File: src/rtl/xbus_arb.sv
// Two-master round-robin arbiter for the shared data-memory bus, with bus lock and tagged read return.
// Optional XBUS_ARB_FIXED_PRIO_EN: master 0 always wins contention (lock still overrides).
module xbus_arb #(
  parameter int ADDR_W   = 11,
  parameter int DATA_W   = 32,
  parameter int READ_LAT = 1
) (
  input  logic              clk,
  input  logic              rst,
  input  logic              m0_req,
  input  logic              m0_lock,
  input  logic              m0_we,
  input  logic [ADDR_W-1:0] m0_addr,
  input  logic [DATA_W-1:0] m0_wdata,
  output logic              m0_gnt,
  output logic              m0_rvalid,
  output logic [DATA_W-1:0] m0_rdata,
  input  logic              m1_req,
  input  logic              m1_lock,
  input  logic              m1_we,
  input  logic [ADDR_W-1:0] m1_addr,
  input  logic [DATA_W-1:0] m1_wdata,
  output logic              m1_gnt,
  output logic              m1_rvalid,
  output logic [DATA_W-1:0] m1_rdata,
  output logic              s_sel,
  output logic              s_we,
  output logic [ADDR_W-1:0] s_addr,
  output logic [DATA_W-1:0] s_wdata,
  input  logic [DATA_W-1:0] s_rdata
);

  typedef enum logic [1:0] {
    OWN_NONE = 2'd0,
    OWN_M0   = 2'd1,
    OWN_M1   = 2'd2
  } own_e;

  own_e                lock_own_q, lock_own_d;
  logic                hold0, hold1;
  logic                push_rd;
  logic [READ_LAT-1:0] tag_vld_q;
  logic [READ_LAT-1:0] tag_id_q;
`ifndef XBUS_ARB_FIXED_PRIO_EN
  logic                last_gnt_q, last_gnt_d;
`endif

  always_comb begin
    // A lock only binds while its owner keeps both req and lock asserted.
    hold0  = (lock_own_q == OWN_M0) && m0_req && m0_lock;
    hold1  = (lock_own_q == OWN_M1) && m1_req && m1_lock;
    m0_gnt = 1'b0;
    m1_gnt = 1'b0;
    if (hold0) begin
      m0_gnt = 1'b1;
    end else if (hold1) begin
      m1_gnt = 1'b1;
    end else if (m0_req && m1_req) begin
`ifdef XBUS_ARB_FIXED_PRIO_EN
      m0_gnt = 1'b1;
`else
      m0_gnt = last_gnt_q;
      m1_gnt = !last_gnt_q;
`endif
    end else begin
      m0_gnt = m0_req;
      m1_gnt = m1_req;
    end

    lock_own_d = OWN_NONE;
    if (m0_gnt && m0_lock) begin
      lock_own_d = OWN_M0;
    end else if (m1_gnt && m1_lock) begin
      lock_own_d = OWN_M1;
    end
`ifndef XBUS_ARB_FIXED_PRIO_EN
    last_gnt_d = last_gnt_q;
    if (m0_gnt) begin
      last_gnt_d = 1'b0;
    end else if (m1_gnt) begin
      last_gnt_d = 1'b1;
    end
`endif
  end

  always_comb begin
    s_sel   = m0_gnt | m1_gnt;
    s_we    = 1'b0;
    s_addr  = '0;
    s_wdata = '0;
    if (m0_gnt) begin
      s_we    = m0_we;
      s_addr  = m0_addr;
      s_wdata = m0_wdata;
    end else if (m1_gnt) begin
      s_we    = m1_we;
      s_addr  = m1_addr;
      s_wdata = m1_wdata;
    end
    push_rd = s_sel && !s_we;
  end

  always_ff @(posedge clk or posedge rst) begin
    if (rst) begin
      lock_own_q <= OWN_NONE;
      tag_vld_q  <= '0;
      tag_id_q   <= '0;
    end else begin
      lock_own_q  <= lock_own_d;
      tag_vld_q[0] <= push_rd;
      tag_id_q[0]  <= m1_gnt;
      for (int i = 1; i < READ_LAT; i++) begin
        tag_vld_q[i] <= tag_vld_q[i-1];
        tag_id_q[i]  <= tag_id_q[i-1];
      end
    end
  end

`ifndef XBUS_ARB_FIXED_PRIO_EN
  // Reset value 1 lets master 0 win the first contention.
  always_ff @(posedge clk or posedge rst) begin
    if (rst) begin
      last_gnt_q <= 1'b1;
    end else begin
      last_gnt_q <= last_gnt_d;
    end
  end
`endif

  assign m0_rvalid = tag_vld_q[READ_LAT-1] && !tag_id_q[READ_LAT-1];
  assign m1_rvalid = tag_vld_q[READ_LAT-1] &&  tag_id_q[READ_LAT-1];
  assign m0_rdata  = m0_rvalid ? s_rdata : '0;
  assign m1_rdata  = m1_rvalid ? s_rdata : '0;

endmodule

File: config.mk
export PLATFORM = sky130hd
export DESIGN_NAME = xbus_arb
export DESIGN_NICKNAME = d
export VERILOG_FILES = /design/src/rtl/xbus_arb.sv
export SDC_FILE = /design/constraint.sdc
export NUM_CORES = 1
export LEC_CHECK = 0
export ABC_AREA = 1
export CORE_MARGIN = 8
export CORE_UTILIZATION = 22
export CTS_BUF_LIST = sky130_fd_sc_hd__clkbuf_2
export DETAILED_ROUTE_END_ITERATION = 7
export GPL_TIMING_DRIVEN = 0
export PLACE_DENSITY = 0.95
export SLEW_MARGIN = 20
export SYNTH_ARGS = -nofsm -noshare
export SYNTH_HDL_FRONTEND = slang
export SYNTH_SLANG_ARGS = --single-unit
File: constraint.sdc
create_clock -name clk -period 2.4 [get_ports clk]
set_input_delay 0.48 -clock clk [delete_from_list [all_inputs] [get_ports clk]]
set_output_delay 0.48 -clock clk [all_outputs]
set_load 0.05 [all_outputs]
## Word-level counts from Yosys, hierarchy flattened

Cells that the tools add are included.

| storage, ports and cells | value |
|---|---|
| register bits after elaboration | 5 |
| bits of input ports | 126 |
| output and inout port bits | 113 |
| logic and storage cells | 39 |

| operators by class | value |
|---|---|
| equality and inequality tests | 2 |
| mux-type cells | 18 |
| bitwise gates (word level) | 1 |
| reductions and logical operators | 14 |

Operators with widths:

| operator | count |
|---|---|
| $mux W32 | 4 |
| $mux W11 | 2 |
| $logic_and A1 B1 Y1 | 10 |
| $mux W1 | 10 |
| $mux W2 | 2 |
| $logic_not A1 Y1 | 3 |
| $eq A2 B1 Y1 const B | 1 |
| $eq A2 B2 Y1 const B | 1 |
| $reduce_bool A2 Y1 | 1 |
| $or A1 B1 Y1 | 1 |

## Depth between registers and ports, before layout

Gate-level depths: netlist of run 1.

| depth | value |
|---|---|
| depth in word-level cells | 9 |
| mapped depth | 9 |
| depth with buffers taken out | 8 |

## Worst setup path before layout of run 1

Ideal clock, no wire load.

| timing | value |
|---|---|
| path type | register to output |
| start | reg tag_id_q |
| end | out m0_rdata[10] |
| arrival time | 2.167 ns |
| data required time | 1.920 ns |
| path slack | -0.247 ns |
| cell stages (with the launch flop) | 5 |
| buffers on the path | 1 |
| cells stage by stage | dfrtp_1 > nor2_1 > inv_1 > clkbuf_1 > nor2_1 |

| between the ends | value |
|---|---|
| cells in the longest elaborated chain, start to end | 3 |

RTL lines:

| element | line | RTL |
|---|---|---|
| start: declaration | 43 | `logic [READ_LAT-1:0] tag_id_q;` |
| start signal: indexed assignment | 114 | `tag_id_q[i] <= tag_id_q[i-1];` |
| $logic_not A1 Y1 | 130 | `assign m0_rvalid = tag_vld_q[READ_LAT-1] && !tag_id_q[READ_LAT-1];` |
| $logic_and A1 B1 Y1 | 130 |  |
| net m0_rvalid | 16 | `output logic m0_rvalid,` |
| $mux W32 | 132 | `assign m0_rdata = m0_rvalid ? s_rdata : '0;` |
| end: declaration | 17 | `output logic [DATA_W-1:0] m0_rdata,` |

The timed path passes the listed nets, and every way through them passes these cells.

## Worst setup path after layout of run 1

| timing | value |
|---|---|
| start | in m0_lock |
| end | out s_wdata[16] |

| between the ends | value |
|---|---|
| cells in the longest elaborated chain, start to end | 4 |
| elaborated cells on any way between the ends | 5 |
| those cells by class | mux: 4; reduce/logical: 1 |

RTL lines:

| element | line | RTL |
|---|---|---|
| start: declaration | 11 | `input logic m0_lock,` |
| $logic_and A1 B1 Y1 * | 50 | `hold0 = (lock_own_q == OWN_M0) && m0_req && m0_lock;` |
| $mux W1 | 54 | `if (hold0) begin` |
| $mux W32 | 95 | `end else if (m1_gnt) begin` |
| $mux W32 * | 91 | `if (m0_gnt) begin` |
| end: declaration | 29 | `output logic [DATA_W-1:0] s_wdata,` |

Every way passes the cells marked *; elsewhere a longest branch is shown, timed or not.

==> run_results.csv, run 1 <==
group,metric,value,unit
sta,drv_slew,0,
final_layout,fin_util,0.708,
setup_path,cpMostUsedCell,"nand2_1",
logic_synthesis,synth_area_per_cell,4.54,um2
die,io_pins,239,
drt,drt-pass1-iter-count,4,
sta,finalSetupTns,0,ns
status,status,"finished, final reports clean",
setup_path,end_kind,"output port",
clock_network,htreeDepth,1,
final_layout,n_antenna_cell,0,
final_layout,nFillCells,480,
sta,fmax,424,MHz
final_layout,fin_nets,656,
drt,drt_wl_total,9.07,mm
global_routing,grt_pass1_vias,2689,
sta,hold_viol,0,
placed_design,dp_hpwl,7.86,mm
clock_network,insertion_delay,0.24,ns
setup_path,cp_num_buf_inv,4,
power_and_ir_drop,total_power,1.85,mW
die,start_util,0.229,
power_and_ir_drop,p_leak,2.32,nW
setup_path,reg2reg_from,"last_gnt_q",
setup_path,crit_type,"in2out",
final_layout,final_cell_mix,"clkdlybuf4s50_1, nand2_1, nor2_1, dlygate4sd2_1, inv_1",
die,core,5540,um2
clock_network,cts_tree,"built",
worst_hold_path,hp-class,"in2async",
global_routing,grt_pass1_wl,13.3,mm
placed_design,place_area,3740,um2
placed_design,io_buffers,238,
drt,drc,0,
logic_synthesis,yosys_warnings,0,
logic_synthesis,ys_seq_area_frac,0.0997,
sta,holdWs,0.443,ns
clock_network,root_buffer,"clkbuf_2",
clock_network,cts.sinks,5,
logic_synthesis,syn_area,1270,um2
placed_design,place_congestion,0.841,
setup_path,path_cells,"clkdlybuf4s50_1 -> nand4_4 -> nand2_4 -> buf_12 -> clkbuf_16 -> nand2_1 -> nand2_1 -> buf_6",
drt,wl_per_cell,15.1,um
die,die_h,91.9,um
clock_network,cts_buffers,3,
setup_path,worst_setup_path_start_kind,"input port",
logic_synthesis,ys_seq_elements,5,
final_layout,fin_area,3930,um2
drt,drt_iter0_drc,43,
clock_network,cts_buffer_depth,2,
clock_network,cts.clk_slew.worst_paths,0.06,ns
power_and_ir_drop,vdd_drop_max,0.268,mV
flow_run,drv_cap,0,
clock_network,holdBufCountCts,0,
setup_path,cpMaxStageDelayCell,"clkdlybuf4s50_1",
sta,setup_viol,0,
drt,drtAntennaViolNets,0,
sta,tightest_slew,0.537,ns
sta,finalCritPeriodShare,0.983,
setup_path,reg2reg_depth,8,
setup_path,cp.depth,8,
drt,viasPerCell,4.29,
global_routing,grt_max_degree,12,
sta,fin_crit,2.36,ns
sta,fin_skew,0.00206,ns
setup_path,cp.required,1.92,ns
drt,vias,2576,
power_and_ir_drop,power_density,472,nW/um2
final_layout,area_growth,210,%
final_layout,final_common_cell,"clkdlybuf4s50_1",
setup_path,max_stage_delay,0.53,ns
logic_synthesis,synth_cell_types,15,
setup_path,cpLargestDelayFamily,"buffers and inverters",
logic_synthesis,synthesis.nets,405,
final_layout,drive_gt1_frac,0.185,
die,rows,27,
setup_path,critPathArrivalTime,1.88,ns
global_routing,grt_usage,0.192,
logic_synthesis,syn_inst,279,
setup_path,critPathLaunch,"m0_lock",
sta,relSlewSlack,0.641,
global_routing,grt_overflow,0,
die,die_area,8450,um2
die,dieWidth,91.9,um
setup_path,crit_fanout,8,
global_routing,antenna_found_initial,0,
cells by family (layout without fill, tap and decap cells):
| logic type | Yosys count | in the layout | synth area share |
|---|---|---|---|
| buf+inv | 57 | 307 | 0.222 |
| flops | 5 | 5 | 0.0997 |
| simple gates | 216 | 216 | 0.672 |
| compound gates | 1 | 1 | 0.00593 |
worst reg2reg max path: cells and delay by family (launching register included):
kind	cells	cell delay, ns
DFF	1	0.55
and+or+nand+nor	7	0.50
buffers and inverters	1	0.14
flip-flops by register name (all words and copies together) (netlist names):
register and cells:
lock_own_q 2, last_gnt_q 1, tag_id_q 1, tag_vld_q 1
synthesized netlist by cell type:
cell	n	area (um2)
dfstp_2	1	26.3
inv_4	1	6.26
nand2_2	12	75.1
nor2_1	71	267
nand3_1	2	10.0
a21boi_0	1	7.51
dfrtp_1	4	100
clkinv_1	1	3.75
clkbuf_1	6	22.5
buf_8	1	15.0
nand4_2	1	12.5
inv_1	40	150
nand2_1	130	488
buf_2	1	5.00
buf_6	7	78.8
repair_timing:
action,4_1_cts,5_1_grt
pin swaps,0,8
gates resized for setup,377,32
buffers inserted,0,2
cloned,1,5
setup endpoints to repair,109,51
layout make-up:
cell class              instances  area [um2]  share of cell area
repair buffers                245        2450               0.625
plain buffers                  15         149              0.0379
repair inverters                1        5.00             0.00128
clock inverters                 1        5.00             0.00128
inverters                      42         163              0.0414
flip-flops and latches          5         126              0.0322
multi-input cells             217         918               0.234
clock buffers                   3        15.0             0.00383
well taps                      72        90.1              0.0230
final timing paths:
kind	endpoint	slack (ns)
max	s_wdata[16]	0.04
min	tag_id_q	0.44
max reg2reg	tag_vld_q	1.10
min reg2reg	last_gnt_q	0.54
max in group asynchronous	last_gnt_q	1.72
min in group clk	lock_own_q[1]	0.51
metal layers:
| layer | global-route usage | vias up | wire length [um] |
|---|---|---|---|
| met2 | 0.384 | 161 | 4820 |
| met5 | 0 | - | 0 |
| li1 | - | 1294 | - |
| met4 | 0.0604 | 0 | 217 |
| met1 | 0.166 | 1104 | 3040 |
| met3 | 0.0774 | 17 | 999 |
through the flow:
stage / instances / setup WS, ns
2_1_floorplan: 279 / 0.0255
3_3_place_gp: 589 / -0.661
3_5_place_dp: 589 / -0.699
4_1_cts: 594 / -0.0198
5_1_grt: 601 / -0.00980
6_report: 601 / 0.0406
where the power goes:
part / switching, mW / internal [mW] / leakage, nW / total [mW]
registers: 0.00746 / 0.0975 / 0.0612 / 0.105
clock network: 0.0418 / 0.0376 / 0.0164 / 0.0793
logic: 1.06 / 0.602 / 2.24 / 1.67
Power figures use the tool's default switching activity.
==> run 2: changes to the inputs <==
- HOLD_SLACK_MARGIN: unset -> 0.06
- SETUP_SLACK_MARGIN: unset -> 0.4
==> run 2 against run 1 <==
Effect of this change: core utilization increased by 7.4 points; global-route usage is 3.8 points higher; final cell count up 0.67%; sequential share of layout area decreased by 0.27 points.
==> run_results.csv, run 2 (same netlist as run 1, synthesis figures left out) <==
group,metric,value,unit
placed_design,io_buffers,238,
clock_network,cts_buffers,3,
drt,drt-met1-wl,3.46,mm
clock_network,cts_buffer_depth,2,
clock_network,cts.sinks,5,
drt,drt_iter0_drc,64,
sta,fin_crit,2.13,ns
sta,worst_slack,0.274,ns
power_and_ir_drop,vdd_drop_max,0.269,mV
sta,setup_viol,0,
setup_path,crit_fanout,8,
final_layout,drive_gt1_frac,0.552,
sta,fmax,470,MHz
final_layout,area_growth,242,%
drt,vias,2709,
final_layout,final_common_cell,"clkdlybuf4s50_1",
setup_path,r2r_slack,1.01,ns
global_routing,grt_pass1_wl,15.7,mm
setup_path,crit_type,"in2out",
drt,viasPerCell,4.48,
placed_design,dp_cells,589,
setup_path,end_kind,"output port",
drt,drtAntennaViolNets,0,
global_routing,grt_max_degree,12,
clock_network,holdBufCountCts,0,
placed_design,place_congestion,0.798,
final_layout,fin_nets,660,
clock_network,root_buffer,"clkbuf_2",
clock_network,insertion_delay,0.23,ns
drt,drt_wl_total,10.9,mm
die,start_util,0.229,
drt,drt-pass1-iter-count,4,
global_routing,grt_overflow,0,
final_layout,largest_reg_flops,2,
sta,relSlewSlack,0.666,
drt,wl_per_cell,17.9,um
die,die_h,91.9,um
global_routing,antenna_found_initial,0,
setup_path,critPathArrivalTime,1.65,ns
setup_path,cpLargestDelayFamily,"buffers and inverters",
die,die_area,8450,um2
placed_design,place_ws,-0.686,ns
setup_path,cpMostUsedCell,"nand2_2",
drt,routed-wl-met2,6.04,mm
sta,finalSetupTns,0,ns
power_and_ir_drop,power_density,486,nW/um2
final_layout,layoutNonFillerInstCount,605,
die,rows,27,
final_layout,final_cell_mix,"clkdlybuf4s50_1, nand2_2, buf_2, inv_1, nor2_1",
global_routing,grt_usage,0.230,
power_and_ir_drop,total_power,2.11,mW
setup_path,worst_setup_path_start_kind,"input port",
sta,finalCritPeriodShare,0.886,
setup_path,reg2reg_from,"lock_own_q[0]",
drt,drc,0,
clock_network,cts_tree,"built",
drt,wl_met3,1.09,mm
die,core,5540,um2
setup_path,cp_num_buf_inv,4,
status,status,"finished, final reports clean",
setup_path,cp.required,1.92,ns
setup_path,max_stage_delay,0.25,ns
sta,drv_slew,0,
final_layout,largest-register,"lock_own_q",
drt,top_layer,"met4",
clock_network,cts.clk_slew.worst_paths,0.07,ns
sta,hold_viol,0,
setup_path,cpMaxStageDelayCell,"clkdlybuf4s15_2",
sta,holdWs,0.458,ns
worst_hold_path,hp-class,"in2async",
placed_design,dp_hpwl,8.41,mm
die,dieWidth,91.9,um
clock_network,htreeDepth,1,
sta,tightest_slew,0.503,ns
power_and_ir_drop,p_leak,2.27,nW
sta,fin_skew,0.0118,ns
die,io_pins,239,
flow_run,drv_cap,0,
global_routing,grt_pass1_vias,2988,
sta,rsz0062_at_grt,"true",
setup_path,reg2reg_depth,9,
setup_path,r2r_end,"tag_vld_q",
setup_path,path_cells,"clkdlybuf4s15_2 -> nand4_4 -> nand2_4 -> buf_12 -> buf_6 -> nand2_2 -> nand2_2 -> buf_8",
final_layout,n_antenna_cell,0,
==> run 2: layout make-up <==
type                       instances  area (um2)
timing repair buffer             249        2380
multi-input combinational        217        1360
fill                             386        1210
buffer                            15         186
inverter                          42         166
sequential                         5         128
tap                               72        90.1
clock buffer                       4        20.0
timing repair inverter             1        3.75
==> run 2: power breakdown <==
part	leakage, nW	switching [mW]	internal, mW
sequential	0.0597	0.0121	0.0979
combinational	2.20	1.20	0.715
clock	0.0166	0.0374	0.0442
==> run 2: routing by layer <==
| layer | track usage | vias to the layer above |
|---|---|---|
| li1 | - | 1295 |
| met1 | 0.199 | 1234 |
| met2 | 0.464 | 162 |
| met3 | 0.0888 | 18 |
| met4 | 0.0738 | 0 |
| met5 | 0 | - |
==> run 2: worst max path at each step <==
stage / start / endpoint / slack (ns) / depth (start not counted)
floorplan: tag_id_q / m0_rdata[11] / 0.32 / 4
global placement: m1_req / s_wdata[29] / -0.68 / 11
detailed placement: m1_req / s_wdata[29] / -0.69 / 11
CTS: last_gnt_q / s_wdata[16] / 0.28 / 9
global route: last_gnt_q / s_wdata[17] / 0.20 / 9
finish: m0_req / s_wdata[3] / 0.27 / 8
==> run 2: per-stage QoR <==
stage | area (um2) | util
global route | 4330 | 0.782
global placement | 3900 | 0.703
CTS | 4110 | 0.742
floorplan | 1420 | -
finish | 4330 | 0.782
detailed placement | 3900 | 0.703
==> run 2: timing repair <==
action | in CTS | in global routing
gates cloned | 6 | 0
pin swaps | 38 | 11
buffers inserted | 3 | 3
gates resized for setup | 785 | 70
setup endpoints to repair | 113 | 71
==> run 2: worst reg2reg max path, stage by stage, from the launching register on <==
cell	delay, ns
dfrtp_2	0.45
nor2_4	0.14
nand2_4	0.09
nand2_4	0.09
nand2_4	0.06
buf_12	0.15
buf_4	0.13
nand2_2	0.05
nand2_2	0.06
nor2_1	0.08
